--- src/rtl/arrow_key_judge_ctrl.sv ---
// Judges the first new arrow-key press from a PS/2 set-2 byte stream against the
// expected lane within a fixed cycle window, and keeps saturating hit/miss scores.
module arrow_key_judge_ctrl #(
   parameter int WINDOW_CYCLES = 25000000,
   parameter int CNT_W         = 25,
   parameter int SCORE_W       = 8
) (
   input  logic               clock,
   input  logic               reset,
   input  logic               start,
   input  logic [2:0]         line_6,
   input  logic [7:0]         received_data,
   input  logic               received_data_en,
   output logic               busy,
   output logic               done,
   output logic               correct,
   output logic               incorrect,
   output logic               timeout,
   output logic               up,
   output logic               down,
   output logic               left,
   output logic               right,
   output logic [SCORE_W-1:0] hits,
   output logic [SCORE_W-1:0] misses
);

   typedef enum logic {IDLE, ARMED} state_t;

   localparam logic [CNT_W-1:0]   CNT_LOAD  = CNT_W'(WINDOW_CYCLES - 1);
   localparam logic [SCORE_W-1:0] SCORE_MAX = '1;

   state_t             stateQ, stateD;
   logic [CNT_W-1:0]   cntQ, cntD;
   logic [2:0]         expQ, expD;
   logic               extQ, extD, brkQ, brkD;
   logic [3:0]         heldQ, heldD;
   logic               doneQ, doneD;
   logic               correctQ, correctD;
   logic               incorrectQ, incorrectD;
   logic               timeoutQ, timeoutD;
   logic [SCORE_W-1:0] hitsQ, hitsD, missesQ, missesD;

   logic       codeByte, newPress, expNone, finish, timedOut, judgedHit;
   logic [3:0] arrowHit;
   logic [2:0] pressLane;

   // Byte classification; held bits are ordered {right, left, down, up}
   always_comb begin
      arrowHit  = 4'b0000;
      pressLane = 3'd0;
      codeByte  = received_data_en && (received_data != 8'hE0) && (received_data != 8'hF0);
      case (received_data)
         8'h75:   begin arrowHit = 4'b0001; pressLane = 3'd1; end
         8'h72:   begin arrowHit = 4'b0010; pressLane = 3'd2; end
         8'h6B:   begin arrowHit = 4'b0100; pressLane = 3'd3; end
         8'h74:   begin arrowHit = 4'b1000; pressLane = 3'd4; end
         default: begin arrowHit = 4'b0000; pressLane = 3'd0; end
      endcase
      newPress = codeByte && !brkQ && (arrowHit != 4'b0000) && ((heldQ & arrowHit) == 4'b0000);
      expNone  = (expQ == 3'd0) || (expQ > 3'd4);
   end

   always_comb begin
      extD  = extQ;
      brkD  = brkQ;
      heldD = heldQ;
      if (received_data_en) begin
         if (received_data == 8'hE0) begin
            extD = 1'b1;
         end else if (received_data == 8'hF0) begin
            brkD = 1'b1;
         end else begin
            extD = 1'b0;
            brkD = 1'b0;
            if (brkQ) heldD = heldQ & ~arrowHit;
            else      heldD = heldQ | arrowHit;
         end
      end
   end

   always_ff @(posedge clock or posedge reset) begin
      if (reset) begin
         stateQ     <= IDLE;
         cntQ       <= '0;
         expQ       <= 3'd0;
         extQ       <= 1'b0;
         brkQ       <= 1'b0;
         heldQ      <= 4'b0000;
         doneQ      <= 1'b0;
         correctQ   <= 1'b0;
         incorrectQ <= 1'b0;
         timeoutQ   <= 1'b0;
         hitsQ      <= '0;
         missesQ    <= '0;
      end else begin
         stateQ     <= stateD;
         cntQ       <= cntD;
         expQ       <= expD;
         extQ       <= extD;
         brkQ       <= brkD;
         heldQ      <= heldD;
         doneQ      <= doneD;
         correctQ   <= correctD;
         incorrectQ <= incorrectD;
         timeoutQ   <= timeoutD;
         hitsQ      <= hitsD;
         missesQ    <= missesD;
      end
   end

   // A press in the final window cycle takes priority over the timeout
   always_comb begin
      stateD   = stateQ;
      cntD     = cntQ;
      expD     = expQ;
      finish   = 1'b0;
      timedOut = 1'b0;
      case (stateQ)
         IDLE: begin
            if (start) begin
               stateD = ARMED;
               cntD   = CNT_LOAD;
               expD   = line_6;
            end
         end
         ARMED: begin
            if (newPress) begin
               finish = 1'b1;
               stateD = IDLE;
            end else if (cntQ == '0) begin
               finish   = 1'b1;
               timedOut = 1'b1;
               stateD   = IDLE;
            end else begin
               cntD = cntQ - CNT_W'(1);
            end
         end
         default: stateD = IDLE;
      endcase
   end

   always_comb begin
      doneD      = finish;
      correctD   = correctQ;
      incorrectD = incorrectQ;
      timeoutD   = timeoutQ;
      hitsD      = hitsQ;
      missesD    = missesQ;
      judgedHit  = timedOut ? expNone : (!expNone && (pressLane == expQ));
      if ((stateQ == IDLE) && start) begin
         correctD   = 1'b0;
         incorrectD = 1'b0;
         timeoutD   = 1'b0;
      end
      if (finish) begin
         correctD   = judgedHit;
         incorrectD = !judgedHit;
         timeoutD   = timedOut;
         if (judgedHit) begin
            if (hitsQ != SCORE_MAX) hitsD = hitsQ + SCORE_W'(1);
         end else begin
            if (missesQ != SCORE_MAX) missesD = missesQ + SCORE_W'(1);
         end
      end
   end

   assign busy      = (stateQ == ARMED);
   assign done      = doneQ;
   assign correct   = correctQ;
   assign incorrect = incorrectQ;
   assign timeout   = timeoutQ;
   assign up        = heldQ[0];
   assign down      = heldQ[1];
   assign left      = heldQ[2];
   assign right     = heldQ[3];
   assign hits      = hitsQ;
   assign misses    = missesQ;

endmodule

--- config.mk ---
export PLATFORM = sky130hd
export DESIGN_NAME = arrow_key_judge_ctrl
export DESIGN_NICKNAME = d
export VERILOG_FILES = /design/src/rtl/arrow_key_judge_ctrl.sv
export SDC_FILE = /design/constraint.sdc
export NUM_CORES = 1
export LEC_CHECK = 0
export BUFFER_PORTS_ARGS = -buffer_cell sky130_fd_sc_hd__buf_2
export CORE_MARGIN = 4
export CORE_UTILIZATION = 60
export CTS_BUF_LIST = sky130_fd_sc_hd__clkbuf_2 sky130_fd_sc_hd__clkbuf_4 sky130_fd_sc_hd__clkbuf_8
export DETAILED_ROUTE_END_ITERATION = 12
export HOLD_SLACK_MARGIN = 0.12
export PLACE_DENSITY_LB_ADDON = 0.15
export RECOVER_POWER = 50
export SKIP_LAST_GASP = 1
export SYNTH_ARGS = -nofsm -noshare
export SYNTH_HDL_FRONTEND = slang
export SYNTH_SLANG_ARGS = --single-unit
--- constraint.sdc ---
create_clock -name clock -period 3.1 [get_ports clock]
set_input_delay 0.31 -clock clock [delete_from_list [all_inputs] [get_ports clock]]
set_output_delay 0.31 -clock clock [all_outputs]
set_load 0.01 [all_outputs]
# ---- After elaboration in Yosys (flattened, before gate mapping)
# Index checks and enable logic that the tools add are counted.
dict set report op_classes {
  n_addsub 3
  magnitude_cmp 1
  eq_ne 14
  mux 22
  bitwise_logic 8
  reduce_logical 22
}
# operator n
set ops {}
lappend ops {{25-bit 2-to-1 mux} 3}
lappend ops {{25-bit one-hot mux with 2 select lines} 1}
lappend ops {{8-bit by 7-bit equality test with 1-bit output (second input constant)} 4}
lappend ops {{8-bit inequality test (second input constant)} 4}
lappend ops {{25-bit logical NOT} 1}
lappend ops {{25-bit by 1-bit subtractor with 25-bit output (second input constant)} 1}
lappend ops {{8-bit by 1-bit adder with 8-bit output (second input constant)} 2}
lappend ops {{8-bit equality test (second input constant)} 2}
lappend ops {{4-bit one-hot mux with 4 select lines} 1}
lappend ops {{1-bit 2-to-1 mux} 14}
lappend ops {{3-bit one-hot mux with 4 select lines} 1}
lappend ops {{3-bit AND reduction} 4}
lappend ops {{4-bit AND} 2}
lappend ops {{1-bit logical AND} 7}
lappend ops {{2-bit inequality test (second input constant)} 3}
lappend ops {{4-bit logical NOT} 1}
lappend ops {{4-bit 2-to-1 mux} 1}
lappend ops {{1-bit NOT} 4}
lappend ops {{4-bit NOT} 1}
lappend ops {{4-bit OR} 1}
lappend ops {{2-bit AND reduction} 2}
lappend ops {{4-bit nonzero test} 1}
lappend ops {{3-bit equality test} 1}
lappend ops {{3-bit > comparator (second input constant)} 1}
lappend ops {{other kinds (5)} 7}
dict set report word_totals {
  regBits 54
  input_bits 15
  word_cells 81
}

# ---- Logic depth before layout (Yosys ltp)
# Gate-level depths: netlist (run 1).
dict set report logic_depth {
  ltp_word 11
  ltp_mapped 9
}

# ---- Least setup slack after synthesis (run 1)
# No wires, ideal clock.
dict set report synth_path {
  path_kind {in2reg}
  start {input received_data[0]}
  end {register hitsQ[1] (netlist: hits[1])}
  setup_time_ns 0.128
  t_arrival_ns 2.174
  t_required_ns 2.972
  setup_slack_ns 0.798
  cell_stages 7
  path_buffers 1
  path_cell_list {buf_2 > or3b_4 > o22ai_2 > o211ai_4 > or3_1 > nand4_1 > mux2_1}
}
dict set report synth_between {
  elab_chain_cells 10
  elab_cells_between_ends 24
  classes_between {7 x eq/ne; 7 x mux; 1 x bitwise; 9 x reduce/logical}
}
# element line
set synth_rtl {}
lappend synth_rtl {{from (decl)} 12} ;# input logic [7:0] received_data,
lappend synth_rtl {{parallel branches: the longest is 9 deep, another holds 8-bit by 7-bit equality test with 1-bit output} n/a}
lappend synth_rtl {{3-bit AND reduction (no line) (*)} n/a}
lappend synth_rtl {{to (signal assigned)} 106} ;# hitsQ <= hitsD;
lappend synth_rtl {{to (decl)} 41} ;# logic [SCORE_W-1:0] hitsQ, hitsD, missesQ, missesD;
# Mark *: on every way between the ends.
# A chain may end at the register's enable or synchronous reset.

# ---- Worst setup path after layout (run 1)
dict set report layout_path {
  start {register cntQ[17]}
  end {register cntQ[2]}
}
dict set report layout_between {
  elab_chain_cells 3
}
# element line
set layout_rtl {}
lappend layout_rtl {{from (decl)} 33} ;# logic [CNT_W-1:0] cntQ, cntD;
lappend layout_rtl {{from (signal assigned)} 97} ;# cntQ <= cntD;
lappend layout_rtl {{25-bit logical NOT} 130} ;# end else if (cntQ == '0) begin
lappend layout_rtl {{2-bit inequality test (no line)} n/a}
lappend layout_rtl {{3-bit AND reduction (no line)} n/a}
# Every way passes these cells.

==> impl_metrics.env, run 1 <==
export IMPL_status="finished, final reports clean"
export IMPL_vias=2757
export IMPL_clockRootBuffer="clkbuf_8"
export IMPL_pwr_density_cell_nw_per_um2=559
export IMPL_setup_worst_path_class="flip-flop to flip-flop"
export IMPL_viasPerCell=6.18
export IMPL_nets=393
export IMPL_hold_class="primary input to flip-flop"
export IMPL_hpwlAfterDp_um=5180
export IMPL_synth_top_family_by_area="simple AND/OR/NAND/NOR gates"
export IMPL_cts_setup_buffers=0
export IMPL_syn_inst=340
export IMPL_cpPeakStageDelay_ns=0.69
export IMPL_hold_viol=0
export IMPL_die_w_um=81.9
export IMPL_critical_path_startpoint_type="flip-flop"
export IMPL_grt_max_degree=39
export IMPL_gp_congestion=0.886
export IMPL_path_max_fanout=11
export IMPL_grt_antenna_before_repair=0
export IMPL_antenna_cells=0
export IMPL_critPathArrivalTime_ns=2.74
export IMPL_std_cell_rows=26
export IMPL_dp_cells=438
export IMPL_die_area_um2=6710
export IMPL_setup_viol=0
export IMPL_rsz0062_at_grt="false"
export IMPL_synth_area_um2=3280
export IMPL_cts_tree="yes"
export IMPL_synth_commonest_cells="dfrtp_1, nand2_1, nor2_1, nand3_1, nor3_1"
export IMPL_drv_cap=0
export IMPL_routedWlPerCell_um=15.7
export IMPL_drc=0
export IMPL_num_fill_cells=408
export IMPL_required_ns=3.29
export IMPL_crit_chain="or4_1 > nor4_4 > nand3_1 > nand4_1 > xor2_1 > nand2_1"
export IMPL_peakVddDrop_mv=0.365
export IMPL_cts_hold_buffers=0
export IMPL_numCtsBuffers=5
export IMPL_synthArstFlopShare=1.00
export IMPL_fin_cells=446
export IMPL_clockBufferDepth=2
export IMPL_numPortBuffers=39
export IMPL_yosys_area_share_simple=0.312
export IMPL_synth_compound_area_share=0.134
export IMPL_relSlewSlack=0.0583
export IMPL_avgSynthCellArea_um2=9.63
export IMPL_slowest_stage="or4_1"
export IMPL_worst_pin_slew_ns=1.41
export IMPL_synth_area_top_cells="dfrtp_1, mux2i_1, nand2_1"
export IMPL_initial_core_util=0.629
export IMPL_ys_warn_count=0
export IMPL_yosys_cell_count_top_type="dfrtp_1"
export IMPL_synth_largest_area_cell="dfrtp_1"
export IMPL_ys_types=72
export IMPL_grt_pass1_wl_um=12300
export IMPL_dp_slack_ns=0.457
export IMPL_drv_slew=0
export IMPL_ys_ff_latch=54
export IMPL_drt_pass1_iter_count=4
export IMPL_synth_adder_area_share=0.0115
export IMPL_synth_mux_area_frac=0.0474
export IMPL_cts_clk_slew_worst_paths_ns=0.10
export IMPL_synth_edf_count=0
export IMPL_layout_drive_gt1_share=0.157
export IMPL_final_util=0.698
export IMPL_p_leak_nw=1.53
export IMPL_worstSkewPairLatency_ns=0.31
export IMPL_ys_seq_area_frac=0.413
export IMPL_synth_top_cell_area_share=0.413
export IMPL_ant_nets=0
export IMPL_clock_sinks=54
export IMPL_area_delta_synth_final_pct=10.8
export IMPL_max_freq_ghz=0.392
export IMPL_whs_ns=0.185
export IMPL_layout_setup_ws_ns=0.549
export IMPL_ios=40
export IMPL_synth_xor_area_frac=0.0508
export IMPL_synth_nets=358
export IMPL_layout_min_cycle_time_ns=2.55
export IMPL_post_cts_resized=0
export IMPL_clock_skew_final_ns=0.00756
export IMPL_post_route_period_util=0.823
export IMPL_synth_flop_cell="dfrtp_1"
export IMPL_grt_pass1_vias=2642
export IMPL_grt_ovfl_total=0
export IMPL_routed_wirelength_um=6990
export IMPL_die_y_um=81.9
export IMPL_setup_tns_ns=0
export IMPL_dr_first_iter_drc_count=126
export IMPL_h_tree_depth=2
export IMPL_grtUsageTotal=0.233
export IMPL_core_um2=5200
export IMPL_endpoint_kind="flip-flop"
## worst paths after layout
path	to	slack [ns]	cells past startpoint	startpoint
min in group asynchronous	asynchronous set/reset pin	0.39	2	reset
max in group asynchronous	cntQ[7]$_DFFE_PP0P_	1.29	3	reset
hold / removal	expQ[1]$_DFFE_PP0P_	0.18	3	line_6[1]
setup reg to reg	cntQ[2]$_DFFE_PP0P_	0.55	6	cntQ[17]$_DFFE_PP0P_
setup / recovery	cntQ[2]$_DFFE_PP0P_	0.55	6	cntQ[17]$_DFFE_PP0P_
hold reg to reg	cntQ[5]$_DFFE_PP0P_	0.48	1	cntQ[5]$_DFFE_PP0P_
## metrics by stage
stage | instance area [um2] | power [mW]
6_report | 3630 | 2.03
5_1_grt | 3630 | 2.17
4_1_cts | 3650 | 2.05
3_5_place_dp | 3510 | 1.49
3_3_place_gp | 3510 | 1.47
2_1_floorplan | 3280 | 1.34
## cells by family after synthesis
family	count (synthesis)
AOI/OAI and AO/OA	58
xor gates and xnor gates	19
adders and majority gates	3
buffers and inverters	23
DFF	54
muxes	15
and+or+nand+nor	168
## placed cells by master, fill, tap and decap left out, types with 2 or more instances in the layout
cell / count
xor2_1: 9
mux2i_1: 11
nand2b_1: 6
bufinv_16: 2
a211o_1: 3
o41ai_1: 3
and2_1: 2
or3_1: 3
o2111ai_1: 2
o31ai_1: 5
or4_1: 5
inv_1: 10
dfrtp_1: 54
nor4b_2: 2
and4b_1: 2
clkbuf_8: 5
mux2_2: 2
and3_1: 6
mux2_1: 2
buf_2: 29
o21ai_0: 5
nand4b_1: 2
a21oi_1: 14
nor3_1: 16
nand3_1: 19
nand3b_1: 2
nor2b_1: 6
nor2_1: 22
a31oi_1: 2
nor4_1: 10
clkbuf_1: 11
xnor2_1: 10
ha_1: 3
or3b_1: 2
nand4_1: 15
o311ai_0: 2
o211ai_1: 7
nand2_1: 29
## sequential cells by signal, summed over array words and instances (netlist names), named ones only
| register | flops |
|---|---|
| expQ | 3 |
| done | 1 |
| hits | 8 |
| timeout | 1 |
| brkQ | 1 |
| busy | 1 |
| incorrect | 1 |
| cntQ | 25 |
| misses | 8 |
| correct | 1 |
## critical path, delay by kind of cell, from the launching register on
kind                      cells  cell delay, ns
xor gates and xnor gates      1            0.19
DFF                           1            0.43
and+or+nand+nor               5            1.82
## power breakdown
group          internal [mW]  leakage [nW]  switching, mW
registers              0.805         0.620          0.127
clock network          0.324        0.0683          0.232
logic                  0.215         0.841          0.328
## metal layers
metal,vias up,global-route usage,share of wire
li1,1352,-,-
met1,1332,0.311,0.46
met3,9,0.0329,0.046
met5,-,0,0
met4,0,0.0631,0.012
met2,64,0.394,0.48
## layout make-up
type,instances,area (um2),area share
Timing Repair Buffer,41,194,0.0534
Sequential cell,54,1350,0.372
Tap cell,70,87.6,0.0241
Multi-Input combinational cell,263,1820,0.502
Inverter,10,37.5,0.0103
Clock buffer,5,68.8,0.0190
Clock inverter,3,68.8,0.0190
Note: power is estimated with default switching activity, not from simulation.
==> run 2: changes to the inputs <==
==> constraint.sdc (replaced) <==
create_clock -name clock -period 2.6 [get_ports clock]
set_input_delay 0.26 -clock clock [delete_from_list [all_inputs] [get_ports clock]]
set_output_delay 0.26 -clock clock [all_outputs]
set_load 0.01 [all_outputs]
==> run 2 against run 1 <==
Against the previous run: count of clock-buffer cells in the layout grew 1; critical path depth stayed put; die area stayed put; routed wire length is 0.40% higher; combinational power is 30% higher; clock skew rose by 0.0067 ns; clock power down 13%; utilization increased by 0.79 points; via count increased by 2.0%; final cell count increased by 2.9%; non-clock buffer count increased by 13; maximum frequency rose by 5.1%; critical endpoint is now hits[7]$_DFFE_PP0P_; highest routed layer unchanged.
==> impl_metrics.env, run 2 (synthesis gave the netlist of run 1 again) <==
export IMPL_peakVddDrop_mv=0.490
export IMPL_post_route_period_util=0.934
export IMPL_layout_min_cycle_time_ns=2.43
export IMPL_drt_pass1_iter_count=4
export IMPL_grt_pass1_wl_um=12000
export IMPL_die_w_um=81.9
export IMPL_core_um2=5200
export IMPL_endpoint_kind="flip-flop"
export IMPL_vias=2812
export IMPL_area_delta_synth_final_pct=12.1
export IMPL_initial_core_util=0.629
export IMPL_layout_commonest_cell="dfrtp_1"
export IMPL_nets=406
export IMPL_clock_sinks=54
export IMPL_hold_viol=0
export IMPL_path_max_fanout=6
export IMPL_routedWlPerCell_um=15.3
export IMPL_grtUsageTotal=0.229
export IMPL_pwr_density_cell_nw_per_um2=622
export IMPL_cts_clk_slew_worst_paths_ns=0.10
export IMPL_setup_tns_ns=0
export IMPL_largest_reg_flops=25
export IMPL_ant_nets=0
export IMPL_worst_pin_slew_ns=1.27
export IMPL_cts_tree="yes"
export IMPL_die_y_um=81.9
export IMPL_status="finished, final reports clean"
export IMPL_critical_path_startpoint_type="flip-flop"
export IMPL_gp_congestion=0.906
export IMPL_critPathArrivalTime_ns=2.62
export IMPL_clockRootBuffer="clkbuf_8"
export IMPL_hpwlAfterDp_um=5260
export IMPL_setup_worst_path_class="flip-flop to flip-flop"
export IMPL_rr_worst_depth=6
export IMPL_total_power_mw=2.28
export IMPL_hold_depth=3
export IMPL_relSlewSlack=0.150
export IMPL_required_ns=2.79
export IMPL_std_cell_rows=26
export IMPL_grt_pass1_vias=2604
export IMPL_drv_cap=0
export IMPL_hold_class="primary input to flip-flop"
export IMPL_drc=0
export IMPL_numCtsBuffers=5
export IMPL_numPortBuffers=39
export IMPL_grt_max_degree=35
export IMPL_dr_first_iter_drc_count=150
export IMPL_layout_drive_gt1_share=0.147
export IMPL_grt_ovfl_total=0
export IMPL_drv_slew=0
export IMPL_worstSkewPairLatency_ns=0.31
export IMPL_ios=40
export IMPL_final_area_um2=3670
export IMPL_max_freq_ghz=0.412
export IMPL_grt_antenna_before_repair=0
export IMPL_p_leak_nw=1.52
export IMPL_h_tree_depth=2
export IMPL_routed_wirelength_um=7020
export IMPL_die_area_um2=6710
export IMPL_clockBufferDepth=2
export IMPL_setup_viol=0
export IMPL_final_cell_mix="dfrtp_1, nand2_1, clkbuf_1"
export IMPL_viasPerCell=6.13
export IMPL_antenna_cells=0
export IMPL_placed_area_um2=3580
export IMPL_rsz0062_at_grt="false"
export IMPL_ff2ff_setup_slack_ns=0.17
export IMPL_clock_skew_final_ns=0.0143
export IMPL_regMostFlops="cntQ"
==> run 2: cell types whose count changed in the layout (fill, tap and decap cells not counted), moves of 2 or more <==
cell / before / now
or4_1: 5 / 3
bufinv_16: 2 / 0
buf_4: 1 / 12
or4_4: 0 / 2
buf_2: 29 / 13
clkbuf_1: 11 / 28
==> run 2: per-layer routing <==
layer,track usage,share of wire,vias up
met5,0,0,-
met3,0.0406,0.048,8
li1,-,-,1377
met1,0.308,0.46,1347
met2,0.380,0.48,80
met4,0.0615,0.0094,0
==> run 2: through the flow <==
step           hold slack [ns]   util  instances  setup slack (ns)
2_1_floorplan            0.346      -        340             0.348
3_3_place_gp             0.412  0.687        447             0.135
3_5_place_dp             0.428  0.687        447            0.0847
4_1_cts                  0.128  0.707        456             0.115
5_1_grt                  0.136  0.706        459            0.0556
6_report                 0.133  0.706        459             0.172
==> run 2: area by class of cell <==
class | instances | area [um2]
Timing Repair Buffer | 54 | 270
Clock buffer | 6 | 82.6
Inverter | 10 | 37.5
Fill cell | 438 | 1530
Tap cell | 70 | 87.6
Multi-Input combinational cell | 263 | 1830
Sequential cell | 54 | 1350
Clock inverter | 2 | 12.5
==> run 2: worst max-delay path, stage by stage, from the launching register on <==
cell      delay, ns
dfrtp_1        0.43
or4_4          0.61
nor4_4         0.32
nand4b_1       0.19
nand2b_1       0.25
a21oi_1        0.19
mux2_1         0.33
==> run 2: path summary, 6_finish.rpt <==
kind,startpoint,to
worst max-delay path,cntQ[17]$_DFFE_PP0P_,hits[7]$_DFFE_PP0P_
worst min-delay path,line_6[0],expQ[0]$_DFFE_PP0P_
worst max register to register,cntQ[17]$_DFFE_PP0P_,hits[7]$_DFFE_PP0P_
worst min register to register,cntQ[5]$_DFFE_PP0P_,cntQ[5]$_DFFE_PP0P_
max in group asynchronous,reset,cntQ[13]$_DFFE_PP0P_
min in group asynchronous,reset,asynchronous set/reset pin
==> run 2: where the power goes <==
group	internal [mW]	switching, mW	total (mW)
registers	0.960	0.134	1.09
logic	0.280	0.427	0.707
clock network	0.215	0.268	0.483
total	1.46	0.830	2.28
==> run 2: repair_timing <==
item	in CTS	in global routing
hold buffers	1	0
resized for setup	0	4
setup endpoints to repair	0	4
setup buffers	0	3
endpoints found under the hold margin	32	0
